**src/rtl/demux_pkg.sv**
```systemverilog
`default_nettype none
// ============================================================================
// Module   : demux_pkg
// Purpose  : Shared helpers for the streaming demultiplexer tree. Tree nodes
//            are stored level by level in flat packed arrays; node (l,i)
//            lives at flat index (1<<l)-1+i.
// Revision : 1.0  initial release
// ============================================================================
package demux_pkg;

    // Flat index of node i on tree level l (root is level 0).
    function automatic int node_idx(input int l, input int i);
        return (1 << l) - 1 + i;
    endfunction

    // Total node count of an n-level binary tree.
    function automatic int num_nodes(input int n);
        return (1 << n) - 1;
    endfunction

endpackage
`default_nettype wire

```
**src/rtl/demux_node.sv**
```systemverilog
`default_nettype none
// ============================================================================
// Module   : demux_node
// Purpose  : One-slot registered 2-way router. The MSB of the incoming select
//            picks the downstream side; the remaining select bits travel on
//            with the word to the next level.
// Ports    : clk, rst_n              clock, async active-low reset
//            up_valid/up_ready       upstream handshake
//            up_data[W], up_sel[SW+1] upstream word and remaining select
//            dn_valid[2]/dn_ready[2] per-side downstream handshake
//            dn_data[W], dn_sel      held word and select bits below this node
//                                    (1 bit tied to 0 when SW=0, the leaf)
// Revision : 1.0  initial release
// ============================================================================
module demux_node
    import demux_pkg::*;
#(
    parameter int W  = 8,
    parameter int SW = 1
) (
    input  logic                           clk,
    input  logic                           rst_n,
    input  logic                           up_valid,
    output logic                           up_ready,
    input  logic [W-1:0]                   up_data,
    input  logic [SW:0]                    up_sel,
    output logic [1:0]                     dn_valid,
    input  logic [1:0]                     dn_ready,
    output logic [W-1:0]                   dn_data,
    output logic [((SW > 0) ? SW : 1)-1:0] dn_sel
);

    logic          r_valid;
    logic [W-1:0]  r_data;
    logic [SW:0]   r_sel;

    logic          w_b;
    logic          w_accept;
    logic          w_drain;

    // Routing bit of the word currently held in the slot.
    assign w_b      = r_sel[SW];

    // A slot can take a new word when empty, or when its word leaves on the
    // same edge, which gives full throughput without a bubble.
    assign up_ready = !r_valid || dn_ready[w_b];
    assign w_accept = up_valid && up_ready;
    assign w_drain  = r_valid && dn_ready[w_b];

    always_ff @(posedge clk or negedge rst_n) begin
        if (!rst_n) begin
            r_valid <= 1'b0;
            r_data  <= '0;
            r_sel   <= '0;
        end else if (w_accept) begin
            r_valid <= 1'b1;
            r_data  <= up_data;
            r_sel   <= up_sel;
        end else if (w_drain) begin
            r_valid <= 1'b0;
        end
    end

    assign dn_valid = {r_valid && w_b, r_valid && !w_b};
    assign dn_data  = r_data;

    generate
        if (SW > 0) begin : g_sel_pass
            assign dn_sel = r_sel[SW-1:0];
        end else begin : g_sel_leaf
            assign dn_sel = '0;
        end
    endgenerate

endmodule
`default_nettype wire

```
**src/rtl/demux_n_stream.sv**
```systemverilog
`default_nettype none
// ============================================================================
// Module   : demux_n_stream
// Purpose  : Streaming 1-to-2**N demultiplexer built as an N-level tree of
//            registered 2-way routers. The root consumes in_sel[N-1], the
//            leaves consume in_sel[0]. Valid/ready on every port.
// Ports    : clk, rst_n              clock, async active-low reset
//            in_valid/in_ready       producer handshake
//            in_data[W], in_sel[N]   word and destination index
//            out_valid[2**N]         per-output word pending
//            out_ready[2**N]         per-output consumer ready
//            out_data[(2**N)*W]      output j word at out_data[j*W +: W]
// Revision : 1.0  initial release
// ============================================================================
module demux_n_stream
    import demux_pkg::*;
#(
    parameter int N = 2,
    parameter int W = 8
) (
    input  logic                  clk,
    input  logic                  rst_n,
    input  logic                  in_valid,
    output logic                  in_ready,
    input  logic [W-1:0]          in_data,
    input  logic [N-1:0]          in_sel,
    output logic [(1<<N)-1:0]     out_valid,
    input  logic [(1<<N)-1:0]     out_ready,
    output logic [(1<<N)*W-1:0]   out_data
);

    localparam int c_num_nodes = num_nodes(N);

    generate
        if (N < 1) begin : g_bad_n
            $fatal(1, "demux_n_stream: N must be >= 1");
        end
    endgenerate

    // Flat per-node buses; node k owns dn_valid/dn_ready bits [2k+1:2k],
    // dn_data word k and an N-bit select slot k (upper bits zero-padded).
    logic [2*c_num_nodes-1:0] w_dn_valid;
    logic [2*c_num_nodes-1:0] w_dn_ready;
    logic [c_num_nodes*W-1:0] w_dn_data;
    logic [c_num_nodes*N-1:0] w_dn_sel;
    logic [c_num_nodes-1:0]   w_up_ready;
    logic                     w_unused_sel;
    logic                     r_run;

    // Holds in_ready low during reset and lifts it on the first edge after
    // release; also keeps the root from accepting anything before then.
    always_ff @(posedge clk or negedge rst_n) begin
        if (!rst_n) begin
            r_run <= 1'b0;
        end else begin
            r_run <= 1'b1;
        end
    end

    // Leaf select slots and padding bits are carried but never consumed.
    assign w_unused_sel = ^w_dn_sel;

    generate
        for (genvar l = 0; l < N; l++) begin : g_lvl
            localparam int c_sw = N - 1 - l;
            localparam int c_dw = (c_sw > 0) ? c_sw : 1;

            for (genvar i = 0; i < (1 << l); i++) begin : g_node
                localparam int c_k = node_idx(l, i);

                logic          w_up_valid;
                logic [W-1:0]  w_up_data;
                logic [c_sw:0] w_up_sel;

                if (l == 0) begin : g_root
                    assign w_up_valid = in_valid && r_run;
                    assign w_up_data  = in_data;
                    assign w_up_sel   = in_sel;
                    assign in_ready   = w_up_ready[0] && r_run;
                end else begin : g_child
                    // Child 2*p+b of parent p sits on the parent's side b.
                    localparam int c_p = node_idx(l - 1, i / 2);
                    localparam int c_b = i % 2;
                    assign w_up_valid               = w_dn_valid[2*c_p + c_b];
                    assign w_up_data                = w_dn_data[c_p*W +: W];
                    assign w_up_sel                 = w_dn_sel[c_p*N +: c_sw+1];
                    assign w_dn_ready[2*c_p + c_b]  = w_up_ready[c_k];
                end

                demux_node #(
                    .W  (W),
                    .SW (c_sw)
                ) u_node (
                    .clk      (clk),
                    .rst_n    (rst_n),
                    .up_valid (w_up_valid),
                    .up_ready (w_up_ready[c_k]),
                    .up_data  (w_up_data),
                    .up_sel   (w_up_sel),
                    .dn_valid (w_dn_valid[2*c_k +: 2]),
                    .dn_ready (w_dn_ready[2*c_k +: 2]),
                    .dn_data  (w_dn_data[c_k*W +: W]),
                    .dn_sel   (w_dn_sel[c_k*N +: c_dw])
                );

                if (c_dw < N) begin : g_sel_pad
                    assign w_dn_sel[c_k*N + c_dw +: N - c_dw] = '0;
                end

                // Leaf i serves outputs 2i and 2i+1; both see the slot data,
                // only the selected side raises valid.
                if (l == N - 1) begin : g_leaf
                    assign w_dn_ready[2*c_k +: 2]     = out_ready[2*i +: 2];
                    assign out_valid[2*i +: 2]        = w_dn_valid[2*c_k +: 2];
                    assign out_data[2*i*W +: W]       = w_dn_data[c_k*W +: W];
                    assign out_data[(2*i+1)*W +: W]   = w_dn_data[c_k*W +: W];
                end
            end
        end
    endgenerate

endmodule
`default_nettype wire

```
**config.mk**
```make
export PLATFORM = sky130hd
export DESIGN_NAME = demux_n_stream
export DESIGN_NICKNAME = d
export VERILOG_FILES = /design/src/rtl/demux_pkg.sv /design/src/rtl/demux_node.sv /design/src/rtl/demux_n_stream.sv
export SDC_FILE = /design/constraint.sdc
export NUM_CORES = 1
export LEC_CHECK = 0
export ABC_AREA = 1
export CORE_UTILIZATION = 48
export CTS_CLUSTER_DIAMETER = 40
export DETAILED_ROUTE_END_ITERATION = 8
export PLACE_DENSITY_LB_ADDON = 0.08
export SLEW_MARGIN = 10
export SYNTH_ARGS = -nofsm -noshare
export SYNTH_HDL_FRONTEND = slang
export SYNTH_SLANG_ARGS = --single-unit
```
**constraint.sdc**
```tcl
create_clock -name clk -period 2.07 [get_ports clk]
set_clock_uncertainty 0.05 [all_clocks]
set_input_delay 0.414 -clock clk [delete_from_list [all_inputs] [get_ports clk]]
set_output_delay 0.414 -clock clk [all_outputs]
set_load 0.01 [all_outputs]
```
# == Yosys cells after proc, flatten, opt, wreduce, memory -nomap -nowiden ==
# Cells that the tools add are included.
# word_totals
register_bits,32
input_bits,17
elab_cells,51
output_inout_bits,37
# classes
magnitude_cmp,3
mux,12
n_reduce_logical,26
# op_table
op,count
$logic_and A1 B1 Y1,14
$mux W1,12
$logic_not A1 Y1,6
$lt A1 B2 Y1 const B,3
$reduce_bool A2 Y1,3
$logic_or A1 B1 Y1,3

# == Logic depth before layout (Yosys ltp) ==
# Gate-level depths: netlist (run 1).
# logic_depth
ltp_word,8
depth_mapped,7
mapped_depth_nobuf,7

# == Hierarchy ==
# From an unflattened synthesis (run 1), not the netlist that was laid out.
# hier_totals
hier_cells,190
hier_area_um2,1607.8
# modules_own_cells
module,area_each_um2,seq_area_each_um2,cells_each,instances
demux_node at g_lvl[1].g_node[0].u_node ...,471.7,250.2,55,2
demux_node at g_lvl[0].g_node[0].u_node,500.5,275.3,58,1
demux_n_stream,163.9,25.0,22,1

# == Worst setup path after synthesis (run 1) ==
# OpenSTA, ideal clock, no wires.
# synth_path
path_type,input -> output
startpoint,input port out_ready[0]
endpoint,output port in_ready
path_slack_ps,548
required_time_ps,1606
path_stages,6
arrival_time_ps,1058
path_buffers,1
path_cell_list,nand3b_2 -> nand3_1 -> nand3_2 -> buf_4 -> nand2_1 -> inv_1
# synth_between
elab_chain_cells,7
# synth_rtl
item,line_no,rtl
start: declaration,demux_n_stream.sv:28,"input logic [(1<<N)-1:0] out_ready,"
$mux W1 (implied by the code) (2 in a row),demux_node.sv:46,assign up_ready = !r_valid || dn_ready[w_b];
$logic_or A1 B1 Y1,demux_node.sv:46,
$mux W1 (implied by the code) (2 in a row),demux_node.sv:46,
$logic_or A1 B1 Y1,demux_node.sv:46,
$logic_and A1 B1 Y1,demux_n_stream.sv:79,assign in_ready = w_up_ready[0] && r_run;
end: declaration,demux_n_stream.sv:24,"output logic in_ready,"
# No other way between the ends. The select of a mux whose other input is x is not followed.

# == Worst setup path in the final report (run 1) ==
# layout_path
startpoint,input port out_ready[3]
endpoint,output port in_ready
# The elaborated chain is that of the path after synthesis.

==> results by group, run 1 <==
Synthesis
  • Syn_nets: about 180
  • Area leader, netlist: dfrtp_1
  • Top cells by area, synth: dfrtp_1 52%, nand2_1 11%, o21ai_2 10%
  • Share of Yosys cell area claimed by the top area cell type: 0.523
  • Netlist cell types: 16
  • Yosys warnings: 0
  • Netlist area before placement: 0.00153 mm2
  • Mapped Cells: 161
  • Sequential fraction of the synthesis area: 0.523
  • Synthesized flop and latch total: 32
  • Synthesized area per cell: 9.51 um2

STA
  • Count of final setup violators: 0
  • Worst-case hold slack: 0.429 ns
  • Final min period: about 2.0 ns
  • Crit share post-route: 0.960
  • Final Max Slew Viols: 0
  • Setup WS post-layout: 0.0829 ns
  • Unrepaired setup endpoints after global routing: no
  • Setup total negative slack: 0 ns
  • Fmax: slightly above 500 MHz
  • Hold Fails Final Rpt: 0

Floorplanning
  • Core footprint: 0.00303 mm2
  • Initial Utilization: 0.506
  • Num rows: 20
  • Die Y: 58.5 um
  • Top Ports: 54
  • Die area: between 0.003 and 0.004 mm2
  • Die X-Extent: 58.5 um

Worst setup path
  • CP Class: in2out
  • Crit path capture: in_ready
  • Reg2reg start: g_lvl[0].g_node[0].u_node.r_sel[1]
  • Startpoint type of the worst setup path: input pin
  • R2R depth: 7
  • Worst Path Arrival: ~1.5 ns
  • Kind of end point of the critical path: output port
  • Worst EP required: 1.61 ns
  • Worst Path Max Fanout: 2
  • Worst-path cell chain: clkdlybuf4s50_1, inv_1, nand3_1, nand3_1, nand3_2, nand2_1, inv_1, clkdlybuf4s15_1
  • Max incr delay on CP: ~0.45 ns
  • Crit Reg-Reg Endpoint: g_lvl[0].g_node[0].u_node.dn_data[6]
  • CP max-delay cell: clkdlybuf4s50_1
  • Flop-to-flop setup slack: 0.64 ns
  • CP Launch Point: out_ready[3]

Place
  • Area post-placement: between 0.0015 and 0.002 mm2
  • RePlAce Congestion: 0.739
  • Pre-CTS setup slack: -0.211 ns
  • Placed Cells: 241
  • Port buffer count: 53
  • Final HPWL DP: 2030 um

Global routing
  • Global-route wire length before repair: 4640 um
  • Congestion Overflow GR: 0
  • Initial antenna violation count: 0
  • Vias in the first global route: 1,101
  • GRT Total Usage: 0.185
  • Largest net degree at the start of global routing: 33

Layout
  • Finished Layout Cells: 249
  • Layout area overhead: 36.2%
  • Storage element area: between 800 and 900 um2
  • FILL cells: 256
  • Final design utilization: 0.689
  • Design area: 0.00209 mm2
  • Layout Nets: 221
  • N_diodes: 0
  • Multi-input gate area: 503 um2
  • Proportion of layout cells with a drive suffix above 1: 0.195

Power and ir drop
  • Gate power share: 0.446
  • Total chip power: 2.75 mW
  • Flop pwr share: 0.365
  • Clk pwr share: 0.189
  • Static leakage: 1.01 nW
  • P_sw: between 0.9 and 1 mW
  • Power per standard cell area: 1320 mW/mm2
  • Worst vdd ir: roughly 670 uV
  • Switch share: 0.332
  • Internal power: 1.84 mW

Routing
  • DRC Markers: 0
  • Post-route ant nets: 0
  • Pre-antenna DRT Iters: 4
  • First DRT Iteration DRCs: 54
  • Drt via density: approximately 4.7
  • Wire per inst: 11.1 um
  • Via count: 1,174
  • Total Wirelength: 2760 um

Clock network
  • Later-pin clock latency in the skew report: roughly 0.32 ns
  • Total CTS buffers: 5
  • Post-CTS Setup Bufs: 0
  • Reg clk slew, reported paths: 0.10 ns
  • Max clock buf depth: 2
  • Post-CTS sizing: 1
  • Root buffer cell: clkbuf_4
  • CTS tree: done
  • Cts hold-fix bufs: 0
  • CTS Sinks: 32
  • # H-tree levels: 2

Run
  • Maxcap violations: 0

Min path
  • Tightest Hold Check Type: in2async

Outcome
  • Status: finished clean
-- cells in the final DEF, fill, tap and decap left out, drive strengths merged --
cell / count
conb: 1
nor2: 2
clkdlybuf4s15: 1
clkbuf: 7
nand2: 46
nand3: 18
clkdlybuf4s50: 52
inv: 21
o21ai: 18
and2: 2
bufinv: 1
buf: 3
nand3b: 1
dfrtp: 32
-- routing by layer --
metal | share of wire | track usage | up-vias
met5 | 0 | 0 | -
met4 | 0.021 | 0.0986 | 0
met3 | 0.050 | 0.0462 | 9
met2 | 0.53 | 0.322 | 39
met1 | 0.40 | 0.210 | 552
li1 | - | - | 574
-- worst max-delay path, delay by kind of cell --
family	cells	cell delay, ns
buffers and inverters	4	0.77
AND/OR/NAND/NOR	4	0.34
-- cell usage after synthesis --
| cell type | number |
|---|---|
| inv_1 | 19 |
| buf_4 | 17 |
| and2_4 | 2 |
| nand3b_2 | 1 |
| nand3_4 | 2 |
| dfrtp_1 | 32 |
| conb_1 | 1 |
| o21ai_2 | 18 |
| nand2_2 | 1 |
| nor2_1 | 2 |
| nand2_1 | 45 |
| inv_2 | 2 |
| buf_6 | 2 |
| nand3_1 | 14 |
| buf_1 | 1 |
| nand3_2 | 2 |
-- worst min-delay path by stage --
stage	slack, ns	startpoint	cells after the start	endpoint
2_1_floorplan	0.07	rst_n	0	g_lvl[0].g_node[0].u_node.dn_data[0]
3_3_place_gp	0.41	g_lvl[0].g_node[0].u_node.r_sel[0]	2	g_lvl[0].g_node[0].u_node.r_sel[0]
3_5_place_dp	0.41	g_lvl[0].g_node[0].u_node.r_sel[0]	2	g_lvl[0].g_node[0].u_node.r_sel[0]
4_1_cts	0.43	g_lvl[0].g_node[0].u_node.r_sel[0]	2	g_lvl[0].g_node[0].u_node.r_sel[0]
5_1_grt	0.45	rst_n	2	g_lvl[1].g_node[1].u_node.dn_data[3]
6_report	0.43	rst_n	2	g_lvl[1].g_node[1].u_node.dn_data[4]
-- state kept, by name (all words and copies together) (netlist names) --
signal	flops
g_lvl.g_node.u_node.r_valid	3
g_lvl.g_node.u_node.dn_data	24
g_lvl.g_node.u_node.r_sel	4
r_run	1
-- area by class of cell --
class / instances / share of cell area
multi-input combinational: 88 / 0.241
clock inverter: 1 / 0.0144
sequential: 32 / 0.384
inverter: 21 / 0.0378
tap: 44 / 0.0264
clock buffer: 7 / 0.0312
timing repair buffer: 56 / 0.265
-- power groups by stage --
stage	clock [mW]	sequential (mW)	combinational (mW)
finish	0.520	1.00	1.23
global route	0.562	1.04	1.33
detailed placement	0	1.02	1.24
global placement	0	1.01	1.22
CTS	0.533	1.01	1.24
floorplan	0	1.06	0.699
-- kinds of logic (layout without fill, tap and decap cells) --
logic type,after synthesis,in the layout,share of synthesized area
buffers and inverters,41,85,0.152
flip-flops,32,32,0.523
AO/OA/AOI/OAI,18,18,0.103
other,1,1,0.00245
AND/OR/NAND/NOR,69,69,0.220
(Power assumes the default switching activity.)
==> inputs of run 2 (changes only) <==
--- a/config.mk
+++ b/config.mk
@@ -10,6 +10,7 @@
 export CTS_CLUSTER_DIAMETER = 40
 export DETAILED_ROUTE_END_ITERATION = 8
 export PLACE_DENSITY_LB_ADDON = 0.08
+export RECOVER_POWER = 25
 export SLEW_MARGIN = 10
 export SYNTH_ARGS = -nofsm -noshare
 export SYNTH_HDL_FRONTEND = slang
==> run 2 against run 1 <==
Sequential cell count stayed put. Hold slack stayed put. Sequential power hardly changed. Non-clock buffer count stayed put. Cell count stayed put. Worst setup slack hardly changed.
==> results by group, run 2 (same netlist as run 1, synthesis figures left out) <==
Outcome
  • Status: finished clean

Place
  • Pre-CTS setup slack: -0.211 ns (unchanged)
  • Placed Cells: 241 (unchanged)
  • RePlAce Congestion: 0.739 (unchanged)
  • Final HPWL DP: 2030 um (unchanged)
  • Port buffer count: 53 (unchanged)

Worst setup path
  • Startpoint type of the worst setup path: input pin
  • Worst-path cell chain: clkdlybuf4s50_1, inv_1, nand3_1, nand3_1, nand3_2, nand2_1, inv_1, clkdlybuf4s15_1
  • Worst Path Arrival: 1.52 ns (about the same)
  • CP max-delay cell: clkdlybuf4s50_1
  • CP Class: in2out
  • Flop-to-flop setup slack: 0.64 ns (about the same)
  • Crit path max-delay family: buffers and inverters
  • Kind of end point of the critical path: output port
  • Max incr delay on CP: 0.45 ns (about the same)
  • Worst Path Max Fanout: 2 (unchanged)
  • Worst EP required: 1.61 ns (about the same)
  • Buf+Inv Stages, Crit Path: 4 (unchanged)

STA
  • Unrepaired setup endpoints after global routing: no
  • Count of final setup violators: 0 (unchanged)
  • Slew @ Worst Pin: between 0.7 and 0.8 ns
  • Setup WS post-layout: 0.0830 ns (+0.0000534 ns)
  • Fmax: 503 MHz (about the same)
  • Final min period: 1.99 ns (-0.0000534 ns)
  • Slew margin rel.: 0.495
  • Hold Fails Final Rpt: 0 (unchanged)
  • Setup total negative slack: 0 ns (unchanged)
  • Crit share post-route: 0.960 (about the same)
  • Final Max Slew Viols: 0 (unchanged)

Global routing
  • Vias in the first global route: 1,101 (unchanged)
  • GRT Total Usage: 0.185 (unchanged)
  • Largest net degree at the start of global routing: 33 (unchanged)
  • Initial antenna violation count: 0 (unchanged)
  • Global-route wire length before repair: 4640 um (unchanged)
  • Congestion Overflow GR: 0 (unchanged)

Layout
  • Final design utilization: 0.688 (-0.000826)
  • Leading cell type in the layout, fill and taps excluded: clkdlybuf4s50_1
  • N_diodes: 0 (unchanged)
  • Layout Nets: 221 (unchanged)
  • Layout area overhead: 36.0%
  • Max reg flops: 24 (unchanged)
  • Proportion of layout cells with a drive suffix above 1: 0.195 (unchanged)
  • Finished Layout Cells: 249 (unchanged)
  • FILL cells: 256 (unchanged)
  • Commonest non-fill, non-tap cells in the layout: 51 x clkdlybuf4s50_1, 45 x nand2_1, 32 x dfrtp_1

Power and ir drop
  • Total chip power: 2.75 mW (about the same)
  • Power per standard cell area: 1320 mW/mm2 (about the same)
  • Static leakage: 1.01 nW (about the same)
  • Worst vdd ir: 667 uV (about the same)

Clock network
  • Root buffer cell: clkbuf_4
  • CTS Sinks: 32 (unchanged)
  • # H-tree levels: 2 (unchanged)
  • Later-pin clock latency in the skew report: 0.32 ns (about the same)
  • CTS tree: done
  • Reg clk slew, reported paths: 0.09 ns (about the same)
  • Max clock buf depth: 2 (unchanged)
  • Total CTS buffers: 5 (unchanged)

Floorplanning
  • Initial Utilization: 0.506 (unchanged)
  • Core footprint: 0.00303 mm2 (unchanged)
  • Die Y: 58.5 um (unchanged)
  • Die X-Extent: 58.5 um (unchanged)
  • Top Ports: 54 (unchanged)
  • Num rows: 20 (unchanged)
  • Die area: 0.00342 mm2 (unchanged)

Routing
  • Post-route ant nets: 0 (unchanged)
  • Drt via density: 4.72 (about the same)
  • DRC Markers: 0 (unchanged)
  • Total Wirelength: 2760 um (about the same)
  • Wire per inst: 11.1 um (about the same)
  • First DRT Iteration DRCs: 54 (unchanged)
  • Via count: 1,175 (+0.085%)
  • Pre-antenna DRT Iters: 4 (unchanged)

Min path
  • Tightest Hold Check Type: reg2reg

Run
  • Maxcap violations: 0 (unchanged)
run 2: cell types whose count changed in the layout (fill, tap and decap cells not counted):
cell	before	now
clkdlybuf4s50_1	52	51
dlygate4sd3_1	0	1
buf_4	3	2
clkbuf_2	0	1
run 2: through the flow:
step	instance area, um2	hold slack, ns
floorplan	1530	0.0684
global placement	1990	0.406
detailed placement	1990	0.410
CTS	2080	0.433
global route	2080	0.465
finish	2080	0.429
run 2: power by group:
group | leakage, nW | internal [mW] | switching [mW]
combinational | 0.559 | 0.683 | 0.543
clock | 0.0515 | 0.321 | 0.199
sequential | 0.404 | 0.835 | 0.170
run 2: final timing paths:
| check | depth (start not counted) | from | to |
|---|---|---|---|
| min | 2 | g_lvl[0].g_node[0].u_node.dn_data[0] | g_lvl[0].g_node[0].u_node.dn_data[0] |
| max | 8 | out_ready[3] | in_ready |
| max in group asynchronous | 2 | rst_n | r_run |
| max reg2reg | 7 | g_lvl[0].g_node[0].u_node.r_sel[1] | g_lvl[0].g_node[0].u_node.dn_data[6] |
| min in group asynchronous | 2 | rst_n | g_lvl[1].g_node[0].u_node.dn_data[3] |
| min reg2reg | 2 | g_lvl[0].g_node[0].u_node.dn_data[0] | g_lvl[0].g_node[0].u_node.dn_data[0] |
run 2: area by class of cell:
class	count	area [um2]	share of cell area
inverters	21	78.8	0.0378
well taps	44	55.1	0.0264
clock buffers	7	65.1	0.0312
clock inverters	1	30.0	0.0144
repair buffers	56	551	0.264
flip-flops and latches	32	801	0.384
multi-input cells	88	503	0.241
run 2: per-layer routing:
metal	track usage	share of wire	vias to the layer above
met1	0.210	0.40	553
met5	0	0	-
li1	-	-	574
met4	0.0986	0.021	0
met3	0.0462	0.050	9
met2	0.322	0.53	39
run 2: repair_timing:
| action | CTS | global route |
|---|---|---|
| hold endpoints to repair | 0 | 0 |
| setup buffers | 0 | 0 |
| hold buffers | 0 | 0 |
| resized for setup | 1 | 2 |
| setup endpoints to repair | 1 | 1 |
run 2: tightest hold or removal path, delay by kind of cell, from the launching register on:
family	cells	cell delay, ns
flip-flops	1	0.35
AND/OR/NAND/NOR	2	0.11
==> RTL change 1: new RTL, settings of run 1 <==
`W` is set to 8 in 2 places; all go to 10.
--- a/src/rtl/demux_node.sv
+++ b/src/rtl/demux_node.sv
@@ -15,7 +15,7 @@
 module demux_node
     import demux_pkg::*;
 #(
-    parameter int W  = 8,
+    parameter int W  = 10,
     parameter int SW = 1
 ) (
     input  logic                           clk,
--- a/src/rtl/demux_n_stream.sv
+++ b/src/rtl/demux_n_stream.sv
@@ -16,7 +16,7 @@
     import demux_pkg::*;
 #(
     parameter int N = 2,
-    parameter int W = 8
+    parameter int W = 10
 ) (
     input  logic                  clk,
     input  logic                  rst_n,
Interface: changed (resized in_data and out_data); port bits go from 54 to 64. No check against the original RTL was run, so the function may have changed too.
==> RTL change 1 against run 1 <==
Cell count is 14% higher; clock power is 1% lower; via count is 17% higher; synthesized area is 26% higher; wire length is 26% higher; setup slack better by 0.00065 ns; design area is 20% higher; power is 19% higher; sequential cell count is 6 higher; die area is 25% higher; count of clock-buffer cells in the layout stayed put; first-iteration DRC count is 30% lower.
==> RTL change 1: results (changes against run 1) <==
The run gives 2590 um (+28%) as the estimated wirelength of the detail-placed design. The final core utilization is 66.2% (-2.7 points), and the sequential portion of the cell area is 38.1% (-0.28 points). The routed length on met2 is 1770 um (+21%).

In this run the critical register-to-register path is launched from g_lvl[1].g_node[1].u_node.r_sel. The cell count after placement is 276 (+15%). The layout cell share with drive strength beyond 1 came out at 30.1% (+11 points). The tools report the leakage power of the design as 1.18 nW (+16%).

The compound-gate portion of the synthesized area is 9.99% (-0.31 points), and the maximum number of pins on one net before global-route repair is 39 (+18%). The depth of the most critical reg-to-reg path is 6 (-1), and the total global routing track utilization is 18.4% (-0.057 points). The count of buffers from port buffering is 63 (+19%), and the combined area of the multi-input logic cells is 666 sq um (+32%).

The flow ran to the end, and the final reports show no timing, DRC or antenna violations. The power density normalized to cell area works out to 1320 nW/um^2 (-0.14%). Insertion delay of the later-clocked pin in the worst-skew pair: 0.29 ns (-0.03 ns).

After synthesis, the cell types taking the most area are sky130_fd_sc_hd__dfrtp_1 49%, sky130_fd_sc_hd__o21ai_2 10%, sky130_fd_sc_hd__nand2_2 8.4%, sky130_fd_sc_hd__buf_4 8.2%, sky130_fd_sc_hd__nand2_1 5.3%. The inverter count of the layout excluding clock inverters is 23 (+9.5%). The worst slack after detailed placement came out at -0.225 ns (-0.0138 ns).

The number of ordinary and repair buffers in the finished layout came out at 65 (+16%). The logs give 38 (+19%) for the number of clock sinks and 0.160 ns (-0.269 ns) for the worst hold margin. The detail-routed net length per standard cell is 12.2 um (+10%), and the proportion of final cell area spent on non-clock buffers is 25.7% (-0.84 points). The maximum fanout along the worst path was 3 (+1).

The run gives 1,373 (+17%) as the overall via count from detail_route. The reg-to-reg endpoint was g_lvl[1].g_node[1].u_node.r_sel. The average vias per placed instance works out to 4.83 (+2.5%).

The final-layout clock-cell area share came out at 3.66% (-0.90 points). The run gives 49.3% (-3.0 points) as the register area share after synthesis.
RTL change 1: cell types whose count changed after synthesis, sizes merged, moves of 2 or more:
| cell | change |
|---|---|
| buf | +6 |
| dfrtp | +6 |
| inv | +2 |
| nand2 | +8 |
| nand3 | +2 |
| o21ai | +4 |
RTL change 1: power by group through the flow:
stage | Clock (W) | Combinational, W | Sequential (W)
global placement | 0 | 0.00152 | 0.00123
detailed placement | 0 | 0.00156 | 0.00125
CTS | 0.000526 | 0.00156 | 0.00124
floorplan | 0 | 0.000919 | 0.00129
global route | 0.000544 | 0.00167 | 0.00127
finish | 0.000515 | 0.00154 | 0.00123
RTL change 1: worst max-delay path by stage:
stage / start / end / slack (ns) / depth (start not counted)
after floorplan: out_ready[0] / in_ready / 0.53 / 6
after global placement: out_ready[1] / in_ready / -0.20 / 8
after detailed placement: out_ready[1] / in_ready / -0.22 / 8
after CTS: out_ready[0] / in_ready / 0.03 / 7
after global routing: out_ready[1] / in_ready / 0.007 / 8
final: out_ready[1] / in_ready / 0.08 / 8
==> RTL change 2: new RTL, settings of run 1 <==
Made on the original files. Make the reset (`rst_n`) synchronous in 2 clocked blocks. Comments in the files are not updated.
--- a/src/rtl/demux_node.sv
+++ b/src/rtl/demux_node.sv
@@ -47,7 +47,7 @@
     assign w_accept = up_valid && up_ready;
     assign w_drain  = r_valid && dn_ready[w_b];
 
-    always_ff @(posedge clk or negedge rst_n) begin
+    always_ff @(posedge clk) begin
         if (!rst_n) begin
             r_valid <= 1'b0;
             r_data  <= '0;
--- a/src/rtl/demux_n_stream.sv
+++ b/src/rtl/demux_n_stream.sv
@@ -49,7 +49,7 @@
 
     // Holds in_ready low during reset and lifts it on the first edge after
     // release; also keeps the root from accepting anything before then.
-    always_ff @(posedge clk or negedge rst_n) begin
+    always_ff @(posedge clk) begin
         if (!rst_n) begin
             r_run <= 1'b0;
         end else begin
Check against the original RTL: differs if rst_n is asserted again (counterexample within 4 cycles, from zero or initial values and one cycle with rst_n low); with rst_n held inactive, the same outputs for 10 cycles.
==> RTL change 2 against run 1 <==
Maximum frequency down 0.42%; first-iteration DRC count increased by 9.3%; sequential cell count unchanged; design area fell by 1.6%; setup slack worse by 0.0083 ns; wire length grew 12%; synthesized area is 0.33% higher; non-clock buffer count grew 3.
Power is not compared: it rests on default switching activity, and its combinational part moved more than twofold at a synthesized area within 25%.
==> RTL change 2: results (changes against run 1) <==
The run finished with clean final reports. For the total global routing track utilization, the log shows 19.6% (+1.1 points). The run gives 1980 sq um (-0.44%) as the total placed instance area. The routing usage on met2 was 36.0% (+3.8 points); the insertion delay of the later-clocked pin in the worst-skew pair was 0.34 ns (+0.02 ns).

The sequential portion of the cell area is 31.3% (-7.1 points). The layout cell share with drive strength beyond 1 came out at 15.8% (-3.7 points). For the number of clock buffers in the layout, the log shows 6 (-1). The tools report the cell count after placement as 277 (+15%).

The initial detailed-routing violation count was 59 (+9.3%); the proportion of register bits with asynchronous set or reset after synthesis was 0% (-100 points). By area the synthesized netlist is led by sky130_fd_sc_hd__dfxtp_1 42%, sky130_fd_sc_hd__inv_1 9.3%, sky130_fd_sc_hd__buf_4 7.8%, sky130_fd_sc_hd__a21oi_1 6.5%, sky130_fd_sc_hd__nand2_1 6.1%. The final-layout clock-cell area share is 3.72% (-0.84 points), and the average vias per placed instance is 4.69 (-0.43%).

The gate count of the mapped netlist is 198 (+23%), and the detailed-route wire length is 3100 um (+12%). For the post-route met1 wirelength, the log shows 1280 um (+16%). The tools report the met3 wire length as 162 um (+18%).

Met1 usage in global routing: 19.1% (-1.8 points). The largest area contributor in the netlist was sky130_fd_sc_hd__dfxtp_1. Routed length on met2: 1610 um (+11%). Counting instances in the post-synthesis netlist gives the leading cell types as 38 x sky130_fd_sc_hd__inv_1, 32 x sky130_fd_sc_hd__dfxtp_1, 25 x sky130_fd_sc_hd__nand2_1. The estimated wirelength of the detail-placed design was 2250 um (+11%); the layout multi-input combinational cell count was 99 (+13%). The number of ordinary and repair buffers in the finished layout is 59 (+5.4%), and the maximum number of pins on one net before global-route repair is 32 (-3.0%).

For the unique cell type count in the Yosys netlist, the log shows 26 (+10). The last weighted congestion value of the routability-driven placer was 0.762 (+3.0%). The run gives 257 (+16%) as the count of nets after finishing.

Post-synthesis instance area: 1540 sq um (+0.33%). The inverter count of the layout excluding clock inverters was 43 (+100%); the fraction of area in multi-input gates was 26.3% (+2.1 points). The run gives -0.175 ns (+0.0357 ns) as the worst slack after detailed placement. Overall via count from detail_route: 1,338 (+14%). From synthesis to final layout, the design area changed by 33.6%.
## RTL change 2: changes by cell type in the layout (fill, tap and decap cells not counted), sizes merged, moves of 2 or more
cell	before	now
and2	2	0
dfxtp	0	32
nand2	46	31
a21oi	0	20
nand4	0	12
nor2	2	13
buf	3	6
nand3	18	4
dfrtp	32	0
inv	21	43
## RTL change 2: power groups by stage
stage	Clock (W)	Sequential [W]	Combinational, W
floorplan	0	0.000677	0.000110
global placement	0	0.000673	0.000193
detailed placement	0	0.000675	0.000196
CTS	0.000476	0.000661	0.000196
global route	0.000511	0.000665	0.000214
finish	0.000469	0.000661	0.000194
## RTL change 2: logic make-up (layout without fill, tap and decap cells)
kind of cell / after synthesis / after routing / share of synthesized area, %
simple gates: 61 / 61 / 22.5
buf+inv: 67 / 110 / 23.2
flops: 32 / 32 / 41.7
compound gates: 38 / 38 / 12.6
## RTL change 2: final timing paths
path	startpoint	end	slack, ns	cells past startpoint
worst max register to register	g_lvl[1].g_node[0].u_node.r_sel	g_lvl[0].g_node[0].u_node.dn_data[4]	0.70	7
worst max-delay path	out_ready[1]	in_ready	0.07	5
worst min-delay path	g_lvl[0].g_node[0].u_node.dn_data[3]	g_lvl[1].g_node[0].u_node.dn_data[3]	0.44	2
worst min register to register	g_lvl[0].g_node[0].u_node.dn_data[3]	g_lvl[1].g_node[0].u_node.dn_data[3]	0.44	2
## RTL change 2: critical path: stages
cell and delay [ns]:
sky130_fd_sc_hd__clkdlybuf4s50_1 0.42, sky130_fd_sc_hd__nand2_2 0.10, sky130_fd_sc_hd__nand4_2 0.13, sky130_fd_sc_hd__and3_1 0.17, sky130_fd_sc_hd__dlygate4sd2_1 0.28
